## config.mk

```make
export PLATFORM = sky130hd
export DESIGN_NAME = bram_stream_fifo_ctrl
export DESIGN_NICKNAME = d
export VERILOG_FILES = /design/src/rtl/bram_stream_fifo_ctrl.sv
export SDC_FILE = /design/constraint.sdc
export NUM_CORES = 1
export LEC_CHECK = 0
export ABC_AREA = 1
export ABC_CLOCK_PERIOD_IN_PS = 3060
export CORE_ASPECT_RATIO = 0.8
export CORE_MARGIN = 1
export CORE_UTILIZATION = 45
export DETAILED_ROUTE_END_ITERATION = 10
export PLACE_DENSITY = 0.82
export SKIP_CTS_REPAIR_TIMING = 1
export SLEW_MARGIN = 10
export SYNTH_ARGS = -nofsm -noshare
export SYNTH_HDL_FRONTEND = slang
export SYNTH_SLANG_ARGS = --single-unit
```

## constraint.sdc

```tcl
create_clock -name clk -period 3.06 [get_ports clk]
set_input_delay 0.612 -clock clk [delete_from_list [all_inputs] [get_ports clk]]
set_output_delay 0.612 -clock clk [all_outputs]
set_load 0.01 [all_outputs]
```

## src/rtl/bram_stream_fifo_ctrl.sv

```systemverilog
// bram_stream_fifo_ctrl
// Stream FIFO controller that is the only master of a single-port block RAM.
// Converts a valid/ready write stream and a valid/ready read stream into at
// most one RAM access per cycle. A one-word output register holds the FIFO
// head; RAM reads have priority over writes so the head is refilled promptly.
// Optional feature: define BRAM_STREAM_FIFO_BYPASS_EN to let a push into an
// otherwise empty FIFO load the output register directly, skipping the RAM.

module bram_stream_fifo_ctrl #(
    parameter int RAM_WIDTH = 16,
    parameter int RAM_DEPTH = 1024,
    localparam int AW = (RAM_DEPTH > 1) ? $clog2(RAM_DEPTH) : 1,
    localparam int CW = $clog2(RAM_DEPTH + 2)
) (
    input  logic                 clk,
    input  logic                 rst,
    input  logic [RAM_WIDTH-1:0] s_data,
    input  logic                 s_valid,
    output logic                 s_ready,
    output logic [RAM_WIDTH-1:0] m_data,
    output logic                 m_valid,
    input  logic                 m_ready,
    output logic [CW-1:0]        count,
    output logic                 full,
    output logic                 empty,
    output logic                 write_enable,
    output logic                 read_enable,
    output logic [AW-1:0]        address,
    output logic [RAM_WIDTH-1:0] data_in,
    input  logic [RAM_WIDTH-1:0] data_out
);

    localparam logic [CW-1:0] DEPTH_C  = CW'(RAM_DEPTH);
    localparam logic [AW-1:0] LAST_PTR = AW'(RAM_DEPTH - 1);

    logic [AW-1:0]        wr_ptr;
    logic [AW-1:0]        rd_ptr;
    logic [AW-1:0]        addr_q;
    logic [RAM_WIDTH-1:0] data_q;
    logic [CW-1:0]        ram_cnt;
    logic [CW-1:0]        ram_cnt_next;
    logic                 rd_pending;
    logic                 pop;
    logic                 push;
    logic                 read_issue;
    logic                 ram_write;
    logic                 bypass_load;

    // Handshake decode, read-over-write arbitration and RAM port drive.
    always_comb begin
        pop        = m_valid && m_ready;
        read_issue = !rd_pending && (ram_cnt != '0) && (!m_valid || pop);
        s_ready    = !rst && (ram_cnt < DEPTH_C) && !read_issue;
        push       = s_valid && s_ready;
`ifdef BRAM_STREAM_FIFO_BYPASS_EN
        bypass_load = push && (ram_cnt == '0) && !rd_pending && (!m_valid || pop);
`else
        bypass_load = 1'b0;
`endif
        ram_write    = push && !bypass_load;
        write_enable = ram_write;
        read_enable  = read_issue;
        address      = addr_q;
        data_in      = data_q;
        if (read_issue) begin
            address = rd_ptr;
        end else if (ram_write) begin
            address = wr_ptr;
            data_in = s_data;
        end
        ram_cnt_next = ram_cnt;
        if (ram_write && !read_issue) begin
            ram_cnt_next = ram_cnt + CW'(1);
        end else if (read_issue && !ram_write) begin
            ram_cnt_next = ram_cnt - CW'(1);
        end
        count = ram_cnt + CW'(rd_pending) + CW'(m_valid);
        empty = (count == '0);
    end

    // RAM-side bookkeeping: pointers with wrap, occupancy, read in flight,
    // and the last address/data so an idle bus holds its previous value.
    always_ff @(posedge clk or posedge rst) begin
        if (rst) begin
            wr_ptr     <= '0;
            rd_ptr     <= '0;
            ram_cnt    <= '0;
            full       <= 1'b0;
            rd_pending <= 1'b0;
            addr_q     <= '0;
            data_q     <= '0;
        end else begin
            if (ram_write) begin
                wr_ptr <= (wr_ptr == LAST_PTR) ? '0 : wr_ptr + AW'(1);
                data_q <= s_data;
            end
            if (read_issue) begin
                rd_ptr <= (rd_ptr == LAST_PTR) ? '0 : rd_ptr + AW'(1);
            end
            if (ram_write || read_issue) begin
                addr_q <= address;
            end
            ram_cnt    <= ram_cnt_next;
            full       <= (ram_cnt_next == DEPTH_C);
            rd_pending <= read_issue;
        end
    end

    // Output register: captures returning RAM data (or a bypassed push) and
    // drops valid when the head is popped with nothing arriving behind it.
    always_ff @(posedge clk or posedge rst) begin
        if (rst) begin
            m_data  <= '0;
            m_valid <= 1'b0;
        end else begin
            if (rd_pending) begin
                m_data  <= data_out;
                m_valid <= 1'b1;
            end else if (bypass_load) begin
                m_data  <= s_data;
                m_valid <= 1'b1;
            end else if (pop) begin
                m_valid <= 1'b0;
            end
        end
    end

endmodule

```

==> results.md, run 1 <==
- Status: complete, but fails checks
- Failing checks: setup timing
- Number of port buffers: 94
- Max-cap violation count: 0
- DR pass1 iterations: 5
- Fin crit period: between 3 and 4 ns
- Via density: between 5 and 6
- Most frequent cells in the layout: nand2_1 (218), dfrtp_1 (73), clkdlybuf4s50_1 (63), inv_1 (51), buf_4 (47)
- Fmax: ~330 MHz
- Final setup violating endpoints: 1
- Post-synthesis cell type count: 37
- Total congestion overflow: 0
- Worst Hold Class: register to register
- Final nets: between 700 and 800
- Worst EP required: 2.45 ns
- Pint: roughly 4 mW
- DIE AREA: 9770 um2
- Die X: 110 um
- Core area: 9080 um2
- Hold Violations, Final: 0
- CP arrival: around 2.5 ns
- Diodes inserted: 0
- CP Launch Type: register
- ANT nets after route: 0
- # IOs: 95
- Sw Ratio: 40.8%
- RSZ-0062 raised after global routing: true
- Max_slew headroom: 73.0%
- GP Congestion: a little over 0.9
- Critical path class: register to primary output
- Synth Register Bits: 76
- Clock Tree Buf Depth: 2
- Syn_nets: 592
- Clk Latency, worst-skew pair: 0.33 ns
- Critical-path maximum fanout: 2
- CTS tree: done
- DR WL/cell: 14.6 um
- Synthesized area: between 4000 and 5000 um2
- Row cnt: 31
- Final hold slack: 0.470 ns
- Clock Sink Count: 76
- Place WS: -0.211 ns
- CP endpoint kind: primary output
- Final Cycle Share: 100%
- Final Skew: 0.00651 ns
- Initial Util: between 40% and 50%
- Share of layout cells above drive strength 1: 15.5%
- Maximum VDD drop: 0.448 mV
- First-pass GRT wire length: around 18000 um
- WL final: 11800 um
- Filler instances: 716
- Internal reg-to-reg setup slack: 0.56 ns
- H-tree Lvls: 3
- Via Count: 4166
- Largest net degree at the start of global routing: 77
- Initial DRC count: 458
- YS warnings: 0
- Power per cell area: 1090 nW/um2
- Die Ht: 88.6 um
- Register area share after synthesis: 45.1%
- Area added between synthesis and finish: 44.1%
- Clock-pin slew on the worst setup and hold paths: 0.06 ns
- Post-synthesis cell count: 550
- Pins over their slew limit: 0
- Clock power share: around 17%
- CTS Buf Count: 9
- Initial antenna violation count: 0
- Combinational power share: 56.1%
- Post-DP HPWL: 8260 um
- Sequential Power Share: 26.8%
- Sw Pwr: 2.71 mW
- Synthesized area per cell: 7.67 um2
- Post-route setup slack: -0.00636 ns
- Root Buffer: clkbuf_16
- Total global-route track usage: 23.8%
- Drt drc: 0
- Vias in the first global route: 3704
- LEAKAGE: 3.35 nW
- Worst-Margin Slew: 0.405 ns
- Commonest non-fill, non-tap cell in the layout: nand2_1
[cells in the mapped netlist, drive strengths merged]
master	instances	area [um2]
o22ai	2	12.5
o221ai	8	70.1
nor2	48	213
nand4	7	43.8
fa	1	20.0
xnor2	2	17.5
or2	1	6.26
a221o	2	20.0
o31ai	1	7.51
o21ai	16	80.1
buf	18	134
o211ai	9	67.6
nor3	8	40.0
ha	5	62.6
o21a	1	7.51
nor4	1	6.26
xor2	21	184
o211a	1	10.0
clkbuf	3	11.3
a31oi	1	6.26
nor3b	1	7.51
nand3	26	155
dfrtp	76	1900
a21oi	9	52.6
clkinv	2	7.51
nand2	222	853
inv	58	220
[layer usage]
metal | wire length [um] | share of wire, % | track usage (%) | up-vias
li1 | - | - | - | 2010
met1 | 5280 | 45 | 33.5 | 1920
met2 | 5440 | 46 | 36.8 | 207
met3 | 875 | 7.4 | 4.49 | 29
met4 | 218 | 1.8 | 8.85 | 0
met5 | 0 | 0 | 0 | -
[final cells by class]
| type | instances | area (um2) | share of cell area [%] |
|---|---|---|---|
| Clock inverter | 5 | 85.1 | 1.40 |
| Tap cell | 115 | 144 | 2.37 |
| Timing Repair Buffer | 146 | 1460 | 23.9 |
| Clock buffer | 11 | 243 | 4.00 |
| Multi-Input combinational cell | 393 | 2010 | 33.0 |
| Timing Repair inverter | 1 | 7.51 | 0.124 |
| Sequential cell | 76 | 1910 | 31.4 |
| Inverter | 60 | 230 | 3.79 |
[final timing paths]
check                                 from  cells after the start    endpoint
worst max-delay path               m_valid                      9       empty
worst min-delay path             m_data[1]                      2   m_data[1]
worst max register to register  ram_cnt[0]                     18        full
worst min register to register   m_data[1]                      2   m_data[1]
max in group asynchronous              rst                      3  ram_cnt[4]
min in group asynchronous              rst                      3  ram_cnt[7]
[cells by family after synthesis]
| group | after synthesis | synth area share (%) |
|---|---|---|
| DFF | 76 | 45.1 |
| xor gates and xnor gates | 23 | 4.78 |
| buffers and inverters | 81 | 8.84 |
| and+or+nand+nor | 314 | 31.4 |
| AOI/OAI and AO/OA | 50 | 7.92 |
| adders and majority gates | 6 | 1.96 |
[stage by stage]
step	total power, mW	std cells	utilization (%)	area, um2	setup TNS (ns)
detailed placement	5.38	789	61.6	5600	-2.49
floorplan	3.70	550	-	4220	0
global placement	5.25	789	61.6	5600	-1.43
global route	7.10	807	66.9	6080	-0.222
finish	6.65	807	66.9	6080	-0.00636
CTS	6.56	805	65.3	5920	-8.91
[power groups by stage]
stage          clock [mW]  combinational, mW  sequential (mW)
2_1_floorplan           0               1.97             1.73
3_3_place_gp            0               3.51             1.75
4_1_cts              1.16               3.64             1.76
6_report             1.14               3.73             1.78
5_1_grt              1.22               4.06             1.83
3_5_place_dp            0               3.61             1.77
[critical path: stages, from the launching register on]
cell and delay [ns]:
dfrtp_1 0.34, inv_1 0.07, fa_2 0.41, inv_1 0.07
ha_1 0.24, or2_2 0.32, nor4_2 0.25, nand2_1 0.09
nor3b_2 0.18, clkbuf_2 0.17
[registers in the layout, indices dropped and copies added (netlist names)]
signal      cells
ram_cnt        11
rd_pending      1
wr_ptr         10
data_q         16
m_valid         1
addr_q         10
full            1
rd_ptr         10
m_data         16
(Power assumes the default switching activity.)
==> run 2: changes to the inputs <==
--- a/config.mk
+++ b/config.mk
@@ -8,10 +8,10 @@
 export ABC_AREA = 1
 export ABC_CLOCK_PERIOD_IN_PS = 3060
 export CORE_ASPECT_RATIO = 0.8
-export CORE_MARGIN = 1
 export CORE_UTILIZATION = 45
 export DETAILED_ROUTE_END_ITERATION = 10
 export PLACE_DENSITY = 0.82
+export RECOVER_POWER = 100
 export SKIP_CTS_REPAIR_TIMING = 1
 export SLEW_MARGIN = 10
 export SYNTH_ARGS = -nofsm -noshare
==> run 2 against run 1 <==
The flow still finishes with violations (setup timing). Count of clock-buffer cells in the layout is the same. Non-clock buffer count unchanged. Wire length hardly changed. Critical path type unchanged. Largest cell class unchanged.
==> results.md, run 2 (synthesis gave the netlist of run 1 again) <==
- Clock Sink Count: 76 (unchanged)
- Fmax: 326 MHz (about the same)
- DIE AREA: 9770 um2 (unchanged)
- Area added between synthesis and finish: 44.1% (unchanged)
- CP max-delay cell: fa_2
- CP max stage delay: 0.41 ns (about the same)
- Worst flop-to-flop path startpoint: ram_cnt[0]
- Power per cell area: 1090 nW/um2 (about the same)
- H-tree Lvls: 3 (unchanged)
- CP endpoint kind: primary output
- Post-route setup slack: -0.00686 ns (-0.000504 ns)
- Pint: 3.93 mW (about the same)
- Sw Ratio: 40.9% (+0.069 points)
- Clock power share: 17.2% (about the same)
- RSZ-0062 raised after global routing: true
- Via Count: 4176 (+0.24%)
- Sw Pwr: 2.72 mW (+0.24%)
- Setup tns final: -0.00686 ns (-0.000504 ns)
- Worst Reg-to-Reg Cells: 18 (unchanged)
- Fin cells: 807 (unchanged)
- # IOs: 95 (unchanged)
- Drt drc: 0 (unchanged)
- Clock Tree Buf Depth: 2 (unchanged)
- Initial DRC count: 458 (unchanged)
- Total global-route track usage: 23.8% (unchanged)
- Final Cycle Share: 100% (about the same)
- Max-cap violation count: 0 (unchanged)
- Failing checks: setup timing
- CTS tree: done
- Root Buffer: clkbuf_16
- Filler instances: 716 (unchanged)
- Post-DP HPWL: 8260 um (unchanged)
- Combinational power share: 56.1% (about the same)
- ANT nets after route: 0 (unchanged)
- Diodes inserted: 0 (unchanged)
- CTS Buf Count: 9 (unchanged)
- Critical-path maximum fanout: 2 (unchanged)
- Worst Hold Class: register to register
- Final nets: 729 (unchanged)
- Initial Util: 46.5% (unchanged)
- Final design area excluding fillers: 6080 um2 (unchanged)
- Core area: 9080 um2 (unchanged)
- Critical path launch point: m_valid
- Initial antenna violation count: 0 (unchanged)
- Final setup violating endpoints: 1 (unchanged)
- Worst-Margin Slew: 0.406 ns (+0.000756 ns)
- Status: complete, but fails checks
- Most frequent cells in the layout: nand2_1 (218), dfrtp_1 (73), clkdlybuf4s50_1 (56), inv_1 (51), buf_4 (47)
- Die X: 110 um (unchanged)
- CP arrival: 2.45 ns (about the same)
- Pins over their slew limit: 0 (unchanged)
- Share of layout cells above drive strength 1: 15.5% (unchanged)
- DR WL/cell: 14.6 um (about the same)
- Hold Violations, Final: 0 (unchanged)
- Number of port buffers: 94 (unchanged)
- Fin crit period: 3.07 ns (+0.000504 ns)
- Internal reg-to-reg setup slack: 0.56 ns (about the same)
- Vias in the first global route: 3704 (unchanged)
- Clock-pin slew on the worst setup and hold paths: 0.06 ns (about the same)
- CP Launch Type: register
- Critical path class: register to primary output
- Maximum VDD drop: 0.447 mV (-0.25%)
- GP Congestion: 0.916 (unchanged)
- First-pass GRT wire length: 17600 um (unchanged)
- DP Cell Count: 789 (unchanged)
- Largest net degree at the start of global routing: 77 (unchanged)
- Via density: 5.17 (+0.24%)
- Sequential Power Share: 26.8% (about the same)
- WL final: 11800 um (about the same)
- Worst R2R End: full
- Max_slew headroom: 73.0% (about the same)
- Clk Latency, worst-skew pair: 0.33 ns (about the same)
- DP Area: 5600 um2 (unchanged)
- Total congestion overflow: 0 (unchanged)
- Power Total: 6.65 mW (about the same)
- End point of the critical path: empty
- Worst EP required: 2.45 ns (about the same)
- DR pass1 iterations: 5 (unchanged)
- LEAKAGE: 3.36 nW (about the same)
- CP dominant cell by count: inv_1
- Commonest non-fill, non-tap cell in the layout: nand2_1
- Final Skew: 0.00581 ns (-0.000703 ns)
- Top Registers: data_q x16, m_data x16, ram_cnt x11
- Row cnt: 31 (unchanged)
- Core Util, Final: 66.9% (unchanged)
- Critical-path cell list: inv_1, fa_2, inv_1, ha_1, or2_2, nor4_2, nand2_1, nor3b_2, clkbuf_2
- Die Ht: 88.6 um (unchanged)
run 2: worst min path at each step:
stage / startpoint / endpoint / slack, ns / cells after the start
6_report: m_data[1] / m_data[1] / 0.47 / 2
5_1_grt: m_data[11] / m_data[11] / 0.48 / 2
4_1_cts: m_data[1] / m_data[1] / 0.47 / 2
3_5_place_dp: m_data[1] / m_data[1] / 0.46 / 2
3_3_place_gp: m_data[1] / m_data[1] / 0.46 / 2
2_1_floorplan: rd_ptr[2] / rd_ptr[2] / 0.44 / 1
run 2: layout make-up:
class / count / area [um2] / area share (%)
clock buffer: 11 / 243 / 4.00
multi-input combinational: 393 / 2010 / 33.0
sequential: 76 / 1910 / 31.4
clock inverter: 5 / 85.1 / 1.40
timing repair inverter: 1 / 7.51 / 0.124
tap: 115 / 144 / 2.37
inverter: 60 / 230 / 3.79
timing repair buffer: 146 / 1460 / 23.9
run 2: layer usage:
metal / share of wire, % / global-route usage (%) / up-vias
met5: 0 / 0 / -
met1: 45 / 33.5 / 1925
met3: 7.4 / 4.49 / 31
met4: 1.9 / 8.85 / 0
met2: 46 / 36.8 / 214
li1: - / - / 2006
run 2: metrics by stage:
stage	worst slack, ns	hold slack (ns)
floorplan	0.0355	0.442
global placement	-0.121	0.455
detailed placement	-0.211	0.459
CTS	-0.568	0.473
global route	-0.147	0.482
finish	-0.00686	0.470
run 2: critical path, delay by kind of cell, from the launching register on:
kind	cells	cell delay (ns)
DFF	1	0.34
and+or+nand+nor	4	0.84
buffers and inverters	3	0.31
adders and majority gates	2	0.65
run 2: power by group through the flow:
stage / sequential [mW] / combinational (mW) / clock (mW)
global route: 1.83 / 4.06 / 1.22
global placement: 1.75 / 3.51 / 0
finish: 1.78 / 3.73 / 1.14
detailed placement: 1.77 / 3.61 / 0
floorplan: 1.73 / 1.97 / 0
CTS: 1.76 / 3.64 / 1.16
